[src/rtl/morse_keyer_sequencer_if.sv]
// Character request handshake, encoder ROM lookup and keying outputs of the
// Morse keyer sequencer, bundled as one interface.
interface morse_keyer_sequencer_if;
    logic       char_valid;
    logic       char_ready;
    logic [4:0] char_code;
    logic       char_space;
    logic [4:0] rom_char_code;
    logic [2:0] rom_len;
    logic [4:0] rom_pattern;
    logic       key_out;
    logic       busy;
    logic       char_done;

    // Character source plus encoder ROM side
    modport master (
        output char_valid, char_code, char_space, rom_len, rom_pattern,
        input  char_ready, rom_char_code, key_out, busy, char_done
    );

    // Sequencer side
    modport slave (
        input  char_valid, char_code, char_space, rom_len, rom_pattern,
        output char_ready, rom_char_code, key_out, busy, char_done
    );
endinterface

[src/rtl/morse_keyer_sequencer.sv]
// Plays one Morse character (or a word-space) at a time onto a keying line,
// using the external encoder ROM for symbol length and dot/dash pattern.
module morse_keyer_sequencer #(
    parameter int unsigned UNIT_CYCLES = 4
) (
    input  logic                     clk,
    input  logic                     rst,
    morse_keyer_sequencer_if.slave   bus
);

    localparam int unsigned CNT_W = $clog2(4 * UNIT_CYCLES + 1);
    localparam logic [CNT_W-1:0] DOT_M1  = CNT_W'(UNIT_CYCLES - 1);
    localparam logic [CNT_W-1:0] DASH_M1 = CNT_W'(3 * UNIT_CYCLES - 1);
    localparam logic [CNT_W-1:0] WORD_M1 = CNT_W'(4 * UNIT_CYCLES - 1);

    typedef enum logic [2:0] {
        S_IDLE = 3'd0,
        S_LOAD = 3'd1,
        S_MARK = 3'd2,
        S_SGAP = 3'd3,
        S_CGAP = 3'd4,
        S_WGAP = 3'd5
    } state_t;

    state_t             r_state;
    logic [4:0]         r_pat;
    logic [2:0]         r_rem;
    logic [CNT_W-1:0]   r_cnt;
    logic [4:0]         r_code;
    logic               r_key;
    logic               r_ready;
    logic               r_done;

    logic [2:0]         w_len;
    logic [2:0]         w_rem_dec;
    logic [4:0]         w_pat_shift;
    logic               w_cnt_zero;

    // ROM length clamped into the playable 1..5 symbol range
    always_comb begin
        w_len = bus.rom_len;
        if (bus.rom_len == 3'd0) begin
            w_len = 3'd1;
        end else if (bus.rom_len > 3'd5) begin
            w_len = 3'd5;
        end
    end

    assign w_rem_dec   = r_rem - 3'd1;
    assign w_pat_shift = r_pat >> 1;
    assign w_cnt_zero  = (r_cnt == '0);

    always_ff @(posedge clk) begin
        if (rst) begin
            r_state <= S_IDLE;
            r_pat   <= '0;
            r_rem   <= '0;
            r_cnt   <= '0;
            r_code  <= '0;
            r_key   <= 1'b0;
            r_ready <= 1'b1;
            r_done  <= 1'b0;
        end else begin
            r_done <= 1'b0;
            case (r_state)
                S_IDLE: begin
                    if (bus.char_valid) begin
                        r_ready <= 1'b0;
                        if (bus.char_space) begin
                            r_state <= S_WGAP;
                            r_cnt   <= WORD_M1;
                        end else begin
                            r_code  <= bus.char_code;
                            r_state <= S_LOAD;
                        end
                    end
                end
                S_LOAD: begin
                    r_pat   <= bus.rom_pattern;
                    r_rem   <= w_len;
                    r_cnt   <= bus.rom_pattern[0] ? DASH_M1 : DOT_M1;
                    r_key   <= 1'b1;
                    r_state <= S_MARK;
                end
                S_MARK: begin
                    if (w_cnt_zero) begin
                        r_pat <= w_pat_shift;
                        r_rem <= w_rem_dec;
                        r_key <= 1'b0;
                        if (w_rem_dec == 3'd0) begin
                            r_state <= S_CGAP;
                            r_cnt   <= DASH_M1;
                        end else begin
                            r_state <= S_SGAP;
                            r_cnt   <= DOT_M1;
                        end
                    end else begin
                        r_cnt <= r_cnt - CNT_W'(1);
                    end
                end
                S_SGAP: begin
                    // pat was shifted on MARK exit, so bit 0 is the next symbol
                    if (w_cnt_zero) begin
                        r_state <= S_MARK;
                        r_key   <= 1'b1;
                        r_cnt   <= r_pat[0] ? DASH_M1 : DOT_M1;
                    end else begin
                        r_cnt <= r_cnt - CNT_W'(1);
                    end
                end
                S_CGAP, S_WGAP: begin
                    if (w_cnt_zero) begin
                        r_state <= S_IDLE;
                        r_ready <= 1'b1;
                        r_done  <= 1'b1;
                    end else begin
                        r_cnt <= r_cnt - CNT_W'(1);
                    end
                end
                default: begin
                    r_state <= S_IDLE;
                    r_ready <= 1'b1;
                    r_key   <= 1'b0;
                end
            endcase
        end
    end

    assign bus.char_ready    = r_ready;
    assign bus.busy          = ~r_ready;
    assign bus.rom_char_code = r_code;
    assign bus.key_out       = r_key;
    assign bus.char_done     = r_done;

endmodule
[src/flat_wrapper.sv]
// flat-port wrapper written by rule: the top's interface ports become plain ports
module morse_keyer_sequencer_flat 
#(
    parameter int unsigned UNIT_CYCLES = 4
)
  (clk, rst, bus_char_valid, bus_char_code, bus_char_space, bus_rom_len, bus_rom_pattern, bus_char_ready, bus_rom_char_code, bus_key_out, bus_busy, bus_char_done);
  morse_keyer_sequencer_if bus_i ();
  input  logic clk;
  input  logic rst;
  input wire logic [$bits(bus_i.char_valid)-1:0] bus_char_valid;
  input wire logic [$bits(bus_i.char_code)-1:0] bus_char_code;
  input wire logic [$bits(bus_i.char_space)-1:0] bus_char_space;
  input wire logic [$bits(bus_i.rom_len)-1:0] bus_rom_len;
  input wire logic [$bits(bus_i.rom_pattern)-1:0] bus_rom_pattern;
  output wire logic [$bits(bus_i.char_ready)-1:0] bus_char_ready;
  output wire logic [$bits(bus_i.rom_char_code)-1:0] bus_rom_char_code;
  output wire logic [$bits(bus_i.key_out)-1:0] bus_key_out;
  output wire logic [$bits(bus_i.busy)-1:0] bus_busy;
  output wire logic [$bits(bus_i.char_done)-1:0] bus_char_done;
  assign bus_i.char_valid = bus_char_valid;
  assign bus_i.char_code = bus_char_code;
  assign bus_i.char_space = bus_char_space;
  assign bus_i.rom_len = bus_rom_len;
  assign bus_i.rom_pattern = bus_rom_pattern;
  assign bus_char_ready = bus_i.char_ready;
  assign bus_rom_char_code = bus_i.rom_char_code;
  assign bus_key_out = bus_i.key_out;
  assign bus_busy = bus_i.busy;
  assign bus_char_done = bus_i.char_done;
  morse_keyer_sequencer #(.UNIT_CYCLES(UNIT_CYCLES)) u_core (.clk(clk), .rst(rst), .bus(bus_i));
endmodule
[config.mk]
export PLATFORM = sky130hd
export DESIGN_NAME = morse_keyer_sequencer_flat
export DESIGN_NICKNAME = d
export VERILOG_FILES = /design/src/rtl/morse_keyer_sequencer_if.sv /design/src/rtl/morse_keyer_sequencer.sv /design/src/flat_wrapper.sv
export SDC_FILE = /design/constraint.sdc
export NUM_CORES = 1
export LEC_CHECK = 0
export CAP_MARGIN = 20
export CORE_ASPECT_RATIO = 2
export CORE_MARGIN = 2
export CORE_UTILIZATION = 45
export CTS_CLUSTER_DIAMETER = 100
export DETAILED_ROUTE_END_ITERATION = 8
export DONT_BUFFER_PORTS = 1
export GPL_ROUTABILITY_DRIVEN = 0
export MAX_ROUTING_LAYER = met4
export PLACE_DENSITY = 0.6
export SLEW_MARGIN = 10
export SYNTH_ARGS = -nofsm -noshare
export SYNTH_HDL_FRONTEND = slang
export SYNTH_SLANG_ARGS = --single-unit
[constraint.sdc]
create_clock -name clk -period 3.9 [get_ports clk]
set_input_delay 0.585 -clock clk [delete_from_list [all_inputs] [get_ports clk]]
set_output_delay 0.585 -clock clk [all_outputs]
set_load 0.03 [all_outputs]
* Yosys cells after proc, flatten, opt, wreduce, memory -nomap -nowiden
Cells that the tools add are included.
** Cells by class
- $add $sub $neg :: 2
- Order comparisons :: 1
- Equal/unequal tests :: 11
- Multiplexer cells :: 28
- Bitwise gates (word level) :: 5
- Reductions and logical operators :: 16
** Operators by type and width (number)
- 2-to-1 mux 5 bit :: 6
- 2-to-1 mux 3 bit :: 9
- one-hot mux 5 bit (5 select lines) :: 1
- one-hot mux 3 bit (5 select lines) :: 1
- 2-to-1 mux 4 bit :: 3
- one-hot mux 5 bit (2 select lines) :: 1
- zero test 3 bit :: 3
- AND reduction 3 bit :: 3
- AND reduction 4 bit :: 2
- == test 3 x 2 -> 1 bit (second input constant) :: 2
- == test 3 bit (second input constant) :: 2
- inequality test 2 x 1 -> 1 bit (second input constant) :: 3
- inequality test 2 bit (second input constant) :: 3
- one-hot mux 3 bit (2 select lines) :: 1
- OR reduction 3 bit :: 2
- zero test 5 bit :: 1
- NOT 1 bit :: 5
- nonzero test 5 bit :: 1
- subtractor 5 x 1 -> 5 bit (second input constant) :: 1
- 2-to-1 mux 1 bit :: 4
- one-hot mux 1 bit (4 select lines) :: 1
- OR reduction 2 bit :: 2
- == test 3 x 1 -> 1 bit (second input constant) :: 1
- greater-than comparator 3 bit (second input constant) :: 1
- other kinds (4) :: 4
** Word-level totals
- Register bits after elaboration :: 24
- Bits of input ports :: 17
- Output and inout port bits :: 9
- Word-level logic and storage cells :: 71

* Depth between registers and ports, before layout
- Depth after elaboration :: 5
- Gate-level depth with buffers :: 7
- Gate-level depth less buffers :: 6

* Worst setup path after synthesis
OpenSTA, ideal clock, no wires.
- Kind :: in2reg
- Start :: input bus_char_valid
- End :: register u_core.r_code[0] (netlist: u_core.bus.rom_char_code[0])
- Setup time :: 0.128 ns
- Arrival :: 1.440 ns
- Required time :: 3.772 ns
- Setup slack :: 2.333 ns
- Stages :: 4
- Path buffers :: 0
- Cells stage by stage :: or4b_4 > nor2_8 > mux2i_1 > nor2_1
** On the way
- Longest elaborated chain between the ends :: 1
** Ends and longest elaborated chain
- from (decl) :: line flat_wrapper.sv:10 : input wire logic [$bits(bus_i.char_valid)-1:0] bus_char_valid;
- AND reduction 3 bit (no source line)
- to (signal assigned) :: line morse_keyer_sequencer.sv:73 : r_code <= bus.char_code;
- to (decl) :: line morse_keyer_sequencer.sv:29 : logic [4:0] r_code;
No other way between the ends.
A chain may end at the register's enable or synchronous reset.

* Worst setup path after layout
- Start :: register u_core.r_state[1]
- End :: register u_core.r_rem[2]
** On the way
- Longest elaborated chain between the ends :: 3
- Elaborated cells on any way between the ends :: 6
- Those cells by class :: 3 x eq/ne; 1 x mux; 2 x reduce/logical
** Ends and longest elaborated chain
- from (decl) :: line morse_keyer_sequencer.sv:25 : state_t r_state;
- from (signal assigned) :: line morse_keyer_sequencer.sv:55 : r_state <= S_IDLE;
- from (signal assigned) :: line morse_keyer_sequencer.sv:70 : r_state <= S_WGAP;
- from (signal assigned) :: line morse_keyer_sequencer.sv:74 : r_state <= S_LOAD;
- == test 3 x 2 -> 1 bit / == test 3 x 1 -> 1 bit (equally long branches) :: line morse_keyer_sequencer.sv:65 : case (r_state)
- inequality test 2 x 1 -> 1 bit (no source line) / nonzero test 2 bit (equally long branches)
- AND reduction 2 bit (no source line)
- to (signal assigned) :: line morse_keyer_sequencer.sv:80 : r_rem <= w_len;
- to (signal assigned) :: line morse_keyer_sequencer.sv:88 : r_rem <= w_rem_dec;
- to (decl) :: line morse_keyer_sequencer.sv:27 : logic [2:0] r_rem;
Parallel ways exist; a longest one is shown, timed or not.

==> impl_metrics.py <==
metrics = {
    "status": {
        "outcome": "complete, no violations",
    },
    "synth": {
        "synth_cells": 159,
        "synthArstFlopShare_pct": 0,
        "ys_ff_latch": 24,
        "synth_seq_area_share_pct": 35.5,
        "synth_edf_count": 0,
        "synthDistinctLibCells": 42,
        "syn-cell-area_mm2": 0.00136,
        "yosysWarnings": 0,
        "avgSynthCellArea_um2": 8.52,
        "synth.net_count": 179,
        "synth-main-ff-cell": "dfxtp_1",
    },
    "global_route": {
        "grt_max_degree": 26,
        "grt_usage_pct": 18.5,
        "grt_pass1_wl_um": 4870,
        "antenna_found_initial": 0,
        "overflow": 0,
        "grt_pass1_vias": 1082,
    },
    "hold_path": {
        "hold_class": "in2reg",
    },
    "timing": {
        "max_slew_margin_pct": 51.7,
        "post-route-period-util_pct": 59.3,
        "fin_skew_ns": 0.00314,
        "min_period_ns": 2.31,
        "setup_tns_ns": 0,
        "hold_violations": 0,
        "drv_slew": 0,
        "tightest_slew_ns": 0.724,
        "setup_viol": 0,
        "fmax_ghz": 0.432,
        "rsz0062_at_grt": "no",
    },
    "cts": {
        "cts_tree": "built",
        "clockBufferDepth": 2,
        "numCtsBuffers": 3,
        "cts_num_sinks": 24,
        "post_cts_buffers": 0,
        "cts_resized": 0,
        "clk_pin_slew_ns": 0.09,
        "clock_latency_ns": 0.27,
        "root_buffer": "clkbuf_8",
        "cts_hold_buf": 0,
        "htree_num_levels": 1,
    },
    "floorplanning": {
        "start_util_pct": 46.6,
        "core-area_mm2": 0.00291,
        "dieArea_mm2": 0.00349,
        "die_h_um": 81.6,
        "die_w_um": 42.8,
        "io_pins": 26,
        "rows": 28,
    },
    "cells_and_area": {
        "syn_to_final_growth_pct": 2.86,
        "nNetsFinal": 172,
        "mostFrequentLayoutCell": "dfxtp_1",
        "final_core_util_pct": 47.9,
        "layout_common_cells": "24 x dfxtp_1, 19 x nor2_1, 13 x o21ai_0",
        "drive_above_1_share_pct": 7.28,
        "antenna_cells": 0,
    },
    "worst_setup_path": {
        "rrSetupSlack_ns": 1.59,
        "endpoint_kind": "flip-flop",
        "critical_path_class": "reg2reg",
        "arrival_ns": 2.52,
        "crit_path_start_kind": "flip-flop",
        "worstPathCellList": "nor3b_2, o2bb2ai_1, o21ai_0, a21oi_1",
        "crit_buf_inv": 0,
        "cpPeakStageDelay_ns": 0.77,
        "worstPathMaxFanout": 22,
        "crit_family": "flip-flops",
        "cpMaxStageDelayCell": "dfxtp_1",
        "cp_data_required_time_ns": 4.11,
    },
    "route": {
        "dr.pass1.iters": 4,
        "detail_route.iter0.violations": 48,
        "avgRoutedWirePerCell_um": 16.8,
        "num_vias": 1107,
        "drc": 0,
        "antenna_left": 0,
        "wirelength_um": 3050,
        "vias_per_cell": 6.12,
    },
    "placement": {
        "dpl.hpwl_um": 2240,
        "numPortBuffers": 0,
    },
    "pwr": {
        "powerDensity_mw_per_mm2": 576,
        "ir_drop_mv": 0.349,
        "leakage_nw": 0.506,
    },
    "job": {
        "drv_cap": 0,
    },
}
## routing by layer
layer | share of wire, % | track usage, % | vias up
met4 | 2.2 | 8.44 | 0
met1 | 40 | 19.2 | 524
li1 | - | - | 553
met2 | 56 | 33.8 | 23
met3 | 2.2 | 2.20 | 7
met5 | 0 | - | -
## final timing paths
kind / startpoint / endpoint / cells after the start
worst max-delay path: u_core.r_state[1]$_SDFFE_PP0P_ / u_core.r_rem[2]$_SDFFE_PP0P_ / 4
worst min-delay path: rst / u_core.r_pat[2]$_SDFFE_PP0P_ / 1
worst max register to register: u_core.r_state[1]$_SDFFE_PP0P_ / u_core.r_rem[2]$_SDFFE_PP0P_ / 4
worst min register to register: u_core.r_rem[1]$_SDFFE_PP0P_ / u_core.r_rem[1]$_SDFFE_PP0P_ / 2
## through the flow
step                worst slack [ns]  hold slack (ns)  cells  area [um2]  power (mW)
floorplan                       2.33            0.474    159        1360       0.552
global placement                1.72            0.478    177        1320       0.581
detailed placement              1.59            0.490    177        1320       0.587
CTS                             1.59            0.373    181        1390       0.807
global route                    1.33            0.370    181        1390       0.851
finish                          1.59            0.380    181        1390       0.803
## final cells by class
| type | count | area, um2 |
|---|---|---|
| Sequential cell | 24 | 480 |
| Tap cell | 30 | 37.5 |
| Clock buffer | 3 | 41.3 |
| Clock inverter | 1 | 30.0 |
| Fill cell | 294 | 1510 |
| Multi-Input combinational cell | 114 | 771 |
| Inverter | 9 | 33.8 |
## power breakdown
group / leakage (nW) / internal (mW) / switching (mW)
Clock: 0.0357 / 0.137 / 0.0821
Combinational: 0.274 / 0.103 / 0.130
Sequential: 0.197 / 0.283 / 0.0677
Total: 0.506 / 0.523 / 0.280
## state kept, by name, indices dropped and copies added (netlist names)
register,count
u_core.r_rem,3
u_core.r_pat,5
u_core.r_state,3
u_core.bus.char_done,1
u_core.bus.key_out,1
u_core.bus.rom_char_code,5
u_core.bus.char_ready,1
u_core.r_cnt,5
## cell usage after synthesis (3+ instances only)
library cell	number	share of area, %
dfxtp_1	24	35
xnor2_1	3	1.9
inv_1	9	2.5
nand2b_1	3	1.4
nor2b_1	5	2.3
nor3_1	5	1.8
a21oi_1	12	4.4
nor2_1	19	5.3
a211oi_1	8	4.4
mux2i_1	9	6.6
clkbuf_1	5	1.4
ha_1	3	2.8
nand2_1	3	0.83
o21ai_0	13	4.8
a31oi_1	3	1.4
## worst reg2reg max path, cell delays in order, from the launching register on
cell and delay [ns]:
dfxtp_1 0.77, nor3b_2 0.71, o2bb2ai_1 0.43, o21ai_0 0.19, a21oi_1 0.16
## logic make-up after synthesis
group	synth area share, %
AOI/OAI and AO/OA	21.7
adders and majority gates	2.77
DFF	35.5
buffers and inverters	7.66
and+or+nand+nor	23.8
xor gates and xnor gates	1.94
muxes	6.65
(Power assumes the default switching activity.)
